==> src/rtl/error_frame_scheduler_pkg.sv <==
// Shared types for the per-frame error scheduler: FSM states, colour channels
// and the mode encoding driven by the host.
package error_sched_pkg;

  typedef enum logic [1:0] {
    S_WAIT_SOP = 2'd0,
    S_MEASURE  = 2'd1,
    S_OFFER    = 2'd2
  } state_t;

  typedef enum logic [1:0] {
    CH_RED   = 2'd0,
    CH_GREEN = 2'd1,
    CH_BLUE  = 2'd2
  } channel_t;

  localparam logic [1:0] MODE_RED   = 2'd0;
  localparam logic [1:0] MODE_GREEN = 2'd1;
  localparam logic [1:0] MODE_BLUE  = 2'd2;
  localparam logic [1:0] MODE_AUTO  = 2'd3;

  // {blue, green, red}
  function automatic logic [2:0] ch_onehot(input channel_t ch);
    case (ch)
      CH_GREEN: ch_onehot = 3'b010;
      CH_BLUE:  ch_onehot = 3'b100;
      default:  ch_onehot = 3'b001;
    endcase
  endfunction

endpackage

==> src/rtl/error_frame_scheduler_if.sv <==
// PID-side handshake: captured error offered with valid, consumed with ack.
interface error_frame_scheduler_if #(parameter int ERR_W = 32);
  logic signed [ERR_W-1:0] pid_error;
  logic                    pid_valid;
  logic                    pid_ack;

  modport master (output pid_error, output pid_valid, input pid_ack);
  modport slave  (input pid_error, input pid_valid, output pid_ack);
endinterface

==> src/rtl/error_frame_scheduler_channel_rotator.sv <==
// Combinational channel helpers: next enabled channel in red->green->blue order
// and the lowest enabled channel of the mask.
module channel_rotator
  import error_sched_pkg::*;
#(
  parameter logic [2:0] COLOUR_MASK = 3'b111
) (
  input  channel_t cur_ch,
  output channel_t next_ch,
  output channel_t lowest_ch
);

  always_comb begin
    lowest_ch = CH_RED;
    if (!COLOUR_MASK[0]) lowest_ch = COLOUR_MASK[1] ? CH_GREEN : CH_BLUE;

    next_ch = cur_ch;
    case (cur_ch)
      CH_RED: begin
        if (COLOUR_MASK[1])      next_ch = CH_GREEN;
        else if (COLOUR_MASK[2]) next_ch = CH_BLUE;
      end
      CH_GREEN: begin
        if (COLOUR_MASK[2])      next_ch = CH_BLUE;
        else if (COLOUR_MASK[0]) next_ch = CH_RED;
      end
      CH_BLUE: begin
        if (COLOUR_MASK[0])      next_ch = CH_RED;
        else if (COLOUR_MASK[1]) next_ch = CH_GREEN;
      end
      default: next_ch = lowest_ch;
    endcase
  end

endmodule

==> src/rtl/error_frame_scheduler.sv <==
// Per-frame scheduler: holds the measured colour channel for a frame, captures one
// error result per frame and offers it to the PID loop; tracks lost-line frames.
//   state      | meaning
//   S_WAIT_SOP | waiting for a frame start
//   S_MEASURE  | frame in progress, watching for a result edge
//   S_OFFER    | pid_valid high until acked
module error_frame_scheduler
  import error_sched_pkg::*;
#(
  parameter logic [2:0] COLOUR_MASK = 3'b111,
  parameter int         LOST_FRAMES = 4,
  parameter int         ERR_W       = 32
) (
  input  logic                    clk,
  input  logic                    reset,
  input  logic                    startofpacket,
  input  logic [1:0]              mode,
  input  logic signed [ERR_W-1:0] err_in,
  input  logic                    err_ready_in,
  error_frame_scheduler_if.master pid_if,
  output logic                    red,
  output logic                    green,
  output logic                    blue,
  output logic                    line_lost,
  output logic                    overrun
);

  localparam logic [3:0] LOST_L = 4'(LOST_FRAMES);

  state_t                  state;
  channel_t                ch, next_ch, lowest_ch, fixed_ch;
  logic [3:0]              miss_cnt;
  logic                    ready_q;
  logic signed [ERR_W-1:0] err_q;
  logic                    valid_q;
  logic                    err_rise, miss;

  channel_rotator #(.COLOUR_MASK(COLOUR_MASK)) u_rot (
    .cur_ch   (ch),
    .next_ch  (next_ch),
    .lowest_ch(lowest_ch)
  );

  assign err_rise = err_ready_in & ~ready_q;
  assign miss     = (state == S_MEASURE) && startofpacket;

  always_comb begin
    fixed_ch = lowest_ch;
    case (mode)
      MODE_RED:   if (COLOUR_MASK[0]) fixed_ch = CH_RED;
      MODE_GREEN: if (COLOUR_MASK[1]) fixed_ch = CH_GREEN;
      MODE_BLUE:  if (COLOUR_MASK[2]) fixed_ch = CH_BLUE;
      default:    fixed_ch = lowest_ch;
    endcase
  end

  always_ff @(posedge clk or negedge reset) begin
    if (!reset) begin
      state    <= S_WAIT_SOP;
      ch       <= lowest_ch;
      miss_cnt <= '0;
      ready_q  <= 1'b0;
      err_q    <= '0;
      valid_q  <= 1'b0;
      overrun  <= 1'b0;
    end else begin
      ready_q <= err_ready_in;
      // Channel only moves on a frame boundary so a frame is measured on one colour.
      if (startofpacket) begin
        if (mode == MODE_AUTO) begin
          if (miss) ch <= next_ch;
        end else begin
          ch <= fixed_ch;
        end
      end
      case (state)
        S_WAIT_SOP: if (startofpacket) state <= S_MEASURE;
        S_MEASURE: begin
          if (startofpacket) begin
            if (miss_cnt != LOST_L) miss_cnt <= miss_cnt + 4'd1;
          end else if (err_rise) begin
            err_q    <= err_in;
            valid_q  <= 1'b1;
            miss_cnt <= '0;
            state    <= S_OFFER;
          end
        end
        S_OFFER: begin
          if (pid_if.pid_ack) begin
            valid_q <= 1'b0;
            state   <= startofpacket ? S_MEASURE : S_WAIT_SOP;
          end else if (startofpacket) begin
            overrun <= 1'b1;
          end
        end
        default: state <= S_WAIT_SOP;
      endcase
    end
  end

  assign pid_if.pid_error = err_q;
  assign pid_if.pid_valid = valid_q;
  assign line_lost        = (miss_cnt == LOST_L);
  assign {blue, green, red} = ch_onehot(ch);

endmodule
==> src/flat_wrapper.sv <==
// flat-port wrapper written by rule: the top's interface ports become plain ports
module error_frame_scheduler_flat import error_sched_pkg::*;
#(
  parameter logic [2:0] COLOUR_MASK = 3'b111,
  parameter int         LOST_FRAMES = 4,
  parameter int         ERR_W       = 32
)
  (clk, reset, startofpacket, mode, err_in, err_ready_in, red, green, blue, line_lost, overrun, pid_if_pid_error, pid_if_pid_valid, pid_if_pid_ack);
  error_frame_scheduler_if #(.ERR_W(ERR_W)) pid_if_i ();
  input  logic clk;
  input  logic reset;
  input  logic startofpacket;
  input  logic [1:0] mode;
  input  logic signed [ERR_W-1:0] err_in;
  input  logic err_ready_in;
  output logic red;
  output logic green;
  output logic blue;
  output logic line_lost;
  output logic overrun;
  output wire logic [$bits(pid_if_i.pid_error)-1:0] pid_if_pid_error;
  output wire logic [$bits(pid_if_i.pid_valid)-1:0] pid_if_pid_valid;
  input wire logic [$bits(pid_if_i.pid_ack)-1:0] pid_if_pid_ack;
  assign pid_if_pid_error = pid_if_i.pid_error;
  assign pid_if_pid_valid = pid_if_i.pid_valid;
  assign pid_if_i.pid_ack = pid_if_pid_ack;
  error_frame_scheduler #(.COLOUR_MASK(COLOUR_MASK), .LOST_FRAMES(LOST_FRAMES), .ERR_W(ERR_W)) u_core (.clk(clk), .reset(reset), .startofpacket(startofpacket), .mode(mode), .err_in(err_in), .err_ready_in(err_ready_in), .pid_if(pid_if_i), .red(red), .green(green), .blue(blue), .line_lost(line_lost), .overrun(overrun));
endmodule
==> config.mk <==
export PLATFORM = sky130hd
export DESIGN_NAME = error_frame_scheduler_flat
export DESIGN_NICKNAME = d
export VERILOG_FILES = /design/src/rtl/error_frame_scheduler_pkg.sv /design/src/rtl/error_frame_scheduler_if.sv /design/src/rtl/error_frame_scheduler_channel_rotator.sv /design/src/rtl/error_frame_scheduler.sv /design/src/flat_wrapper.sv
export SDC_FILE = /design/constraint.sdc
export NUM_CORES = 1
export LEC_CHECK = 0
export ABC_AREA = 1
export ABC_CLOCK_PERIOD_IN_PS = 3700
export CORE_MARGIN = 5
export CORE_UTILIZATION = 46
export DETAILED_ROUTE_END_ITERATION = 8
export PLACE_DENSITY = 0.89
export SLEW_MARGIN = 20
export SYNTH_ARGS = -nofsm -noshare
export SYNTH_HDL_FRONTEND = slang
export SYNTH_SLANG_ARGS = --single-unit
==> constraint.sdc <==
create_clock -name clk -period 3.7 [get_ports clk]
set_clock_uncertainty 0.2 [all_clocks]
set_input_delay 0.74 -clock clk [delete_from_list [all_inputs] [get_ports clk]]
set_output_delay 0.74 -clock clk [all_outputs]
set_load 0.05 [all_outputs]
Yosys cells after proc, flatten, opt, wreduce, memory -nomap -nowiden:

Index checks and enable logic that the tools add are counted.

* logic and storage cells: 56
* bits in registers: 43

* reductions and logical operators: 11
* multiplexer cells: 18
* equality and inequality tests: 15
* bitwise logic cells: 4
* add/sub/neg operators: 1

Operator list (number)
* two-way mux 2 bit: 6
* two-way mux 4 bit: 3
* AND reduction 3 bit: 3
* == test 2 bit (second input constant): 4
* one-hot mux 2 bit (2 select lines): 2
* AND reduction 4 bit: 2
* == test 2 x 1 -> 1 bit (second input constant): 3
* != test 2 x 1 -> 1 bit (second input constant): 3
* != test 2 bit (second input constant): 3
* one-hot mux 2 bit (3 select lines): 1
* one-hot mux 3 bit (2 select lines): 1
* adder 4 x 1 -> 4 bit (second input constant): 1
* == test 4 x 3 -> 1 bit (second input constant): 1
* logical NOT 2 bit: 2
* two-way mux 1 bit: 4
* != test 4 x 3 -> 1 bit (second input constant): 1
* nonzero test 2 bit: 2
* NOT 1 bit: 3
* one-hot mux 1 bit (2 select lines): 1
* AND reduction 2 bit: 1
* bitwise AND 1 bit: 1
* logical AND 1 bit: 1

Logic depth before layout (Yosys ltp):

* word-level depth: 5
* mapped depth: 7
* gate-level depth less buffers: 7

Worst setup path before layout:

OpenSTA, ideal clock, no wires.

* path kind: register to output
* from: register u_core.miss_cnt[0]
* to: output line_lost
* path slack: 1702 ps
* data arrival time: 1058 ps
* stages on the path, launching flop included: 5
* cell sequence: dfrtp_1 inv_1 ha_1 nand3_1 inv_1

* word-level cells in the longest chain between the ends: 1

RTL lines
* from (decl): line error_frame_scheduler.sv:32 `logic [3:0] miss_cnt;`
* from (signal assigned): line error_frame_scheduler.sv:80 `if (miss_cnt != LOST_L) miss_cnt <= miss_cnt + 4'd1;`
* == test 4 x 3 -> 1 bit: line error_frame_scheduler.sv:103 `assign line_lost = (miss_cnt == LOST_L);`
* to (decl): line flat_wrapper.sv:19 `output logic line_lost;`

Every way passes these cells.

Worst setup path after layout:

Same ends and word-level chain as after synthesis.

==> flow_summary.yaml <==
status:
  outcome: "complete, no violations"
placed_design:
  io_buffers: 76
  placed_area_um2: 2674
  dp_hpwl_mm: 3.318
  place.gp.congestion: 0.8209
  dp_slack_ns: 0.9893
run:
  maxCapViolCount: 0
cts:
  cts.repair.resized: 0
  ctsHoldBuffers: 0
  cts_sinks: 43
  clk_pin_slew_worst_paths_ns: 0.08
  cts_htree_levels: 2
  post-cts-setup-buffers: 0
  cts_root_buffer: "clkbuf_8"
  cts_made_buffers: 5
  clk_latency_ns: 0.29
  cts_tree: "yes"
  clockBufferDepth: 2
global_route:
  grt_usage_pct: 17.12
  grt_pass1_wl_mm: 7.120
  antenna_found_initial: 0
  grt_pass1_vias: 1592
  grt_max_degree: 44
  overflow: 0
power:
  p_leak_nw: 1.411
  ir_drop_mv: 0.4614
  power.density_nw_per_um2: 901.6
timing:
  max_freq_mhz: 340.2
  final_max_slew_viol_count: 0
  setup_viol: 0
  setup_slack_ns: 0.7603
  worst_pin_slew_ns: 0.5161
  fin_setup_tns_ns: 0
  finalCritPeriodShare_pct: 79.45
  final-hold-violation-count: 0
  hold_ws_ns: 0.2110
  maxSlewHeadroom_pct: 65.48
  min_period_ns: 2.940
  rsz0062_at_grt: "no"
logic_synthesis:
  yosys.area.top_type: "dfrtp_1"
  yosys_warnings: 0
  ys_seq_area_share_pct: 57.22
  syn-cell-area_um2: 1881
  mappedNetlistNets: 256
  synthCells: 212
  synthTopCellsByArea: "dfrtp_1, nand2_1, inv_1"
  ys_types: 22
  synth-seq-cells: 43
  synth.avg_cell_area_um2: 8.871
  yosys.area.top_type_share_pct: 57.22
drt:
  wl_per_cell_um: 12.41
  drcViolationCount: 0
  vias_per_cell: 4.595
  ant_nets: 0
  drtPass1Iterations: 4
  via_count: 1567
  wl_mm: 4.231
  first_iter_violations: 118
layout:
  nets: 334
  drive_above_1_share_pct: 5.842
  area_delta_synth_final_pct: 48.97
  postLayoutCellArea_um2: 2801
  n_antenna_cell: 0
  fill_cells: 326
floorplan:
  ios: 77
  die_area_um2: 5467
  core_um2: 3971
  initial_core_util_pct: 47.35
  placement_rows: 23
  die_h_um: 73.94
  die_w_um: 73.94
setup_path:
  cp-start-kind: "register"
  arrival_ns: 2.00
  crit_fanout: 4
  critPathCaptureType: "output pin"
  worstPathRequired_ns: 2.76
  r2r_cells: 6
  critical_path_class: "register to output pin"
min_path:
  hp-class: "input port to asynchronous set/reset pin"
==> layout by cell type, fill, tap and decap left out <==
master,n
nand3_1,6
ha_1,5
nor3_1,1
nor2_4,1
clkbuf_1,1
buf_12,1
clkdlybuf4s50_1,75
nor2_1,7
nand2_1,50
o21ai_2,4
xnor2_1,1
nand4_1,2
a21oi_1,1
o31ai_1,1
buf_2,1
o21bai_1,1
o21ai_1,6
dfrtp_1,43
o21ai_0,28
inv_1,45
buf_16,1
inv_2,1
o21a_1,1
nand3_2,1
clkbuf_8,7
==> cell type report <==
cell class	count	area, um^2	area share, %
clock buffer	8	100.1	3.573
tap	50	62.56	2.233
sequential	43	1076	38.41
timing repair buffer	78	803.3	28.67
multi-input combinational	116	586.8	20.95
inverter	46	172.7	6.163
==> metal layers <==
metal / part of all wire [%] / wire length, um / track usage, % / vias up
li1: - / - / - / 802
met1: 38 / 1597 / 20.19 / 726
met2: 57 / 2398 / 30.51 / 35
met3: 4.8 / 201 / 5.135 / 4
met4: 0.78 / 33 / 4.225 / 0
met5: 0 / 0 / 0 / -
==> cell families (layout without fill, tap and decap cells) <==
kind of cell | after synthesis | after routing | share of synthesized area, %
xor gates and xnor gates | 1 | 1 | 0.4658
DFF | 43 | 43 | 57.22
and+or+nand+nor | 68 | 68 | 15.04
buffers and inverters | 53 | 132 | 11.58
adders and majority gates | 5 | 5 | 3.327
AOI/OAI and AO/OA | 42 | 42 | 12.38
==> where the power goes <==
| part | internal (mW) | total (mW) | leakage, nW | switching (mW) |
|---|---|---|---|---|
| combinational | 0.472 | 1.41 | 0.823 | 0.940 |
| clock | 0.170 | 0.318 | 0.0515 | 0.148 |
| sequential | 0.671 | 0.796 | 0.536 | 0.125 |
==> state kept, by name, summed over array words and instances (netlist names) <==
| name | count |
|---|---|
| u_core.pid_if.pid_valid | 1 |
| u_core.ready_q | 1 |
| u_core.state | 2 |
| u_core.pid_if.pid_error | 32 |
| u_core.overrun | 1 |
| u_core.miss_cnt | 4 |
| u_core.ch | 2 |
==> critical path, cell delays in order (launching register included) <==
cell	delay (ns)
dfrtp_1	0.41
inv_1	0.12
ha_1	0.16
nand3_1	0.15
inv_1	0.08
clkdlybuf4s50_1	0.79
==> synth_stat cells <==
cell      count
buf_6         2
inv_2         1
nor3_1        1
nand4_1       2
ha_1          5
o21bai_1      1
dfrtp_1      43
o31ai_1       1
o21a_1        1
o21ai_1       6
o21ai_0      28
a21oi_1       1
clkbuf_1      2
o21ai_2       4
xnor2_1       1
nor2_1        7
buf_2         3
nand3_2       1
nor2_4        1
nand3_1       6
nand2_1      50
inv_1        45
==> metrics by stage <==
step | cells | util (%) | total power [mW]
CTS | 340 | 69.85 | 2.550
floorplan | 212 | - | 1.714
global route | 341 | 70.54 | 2.677
global placement | 332 | 67.33 | 2.191
detailed placement | 332 | 67.33 | 2.228
finish | 341 | 70.54 | 2.526
==> final timing paths <==
path	endpoint	slack [ns]	from
max reg2reg	u_core.pid_if.pid_error[5]	1.87	u_core.state[0]
min reg2reg	u_core.overrun	0.28	u_core.overrun
min	u_core.pid_if.pid_error[9]	0.21	reset
max	line_lost	0.76	u_core.miss_cnt[0]
min in group clk	u_core.overrun	0.28	u_core.overrun
max in group asynchronous	u_core.pid_if.pid_error[19]	2.61	reset
Power figures use the tool's default switching activity.
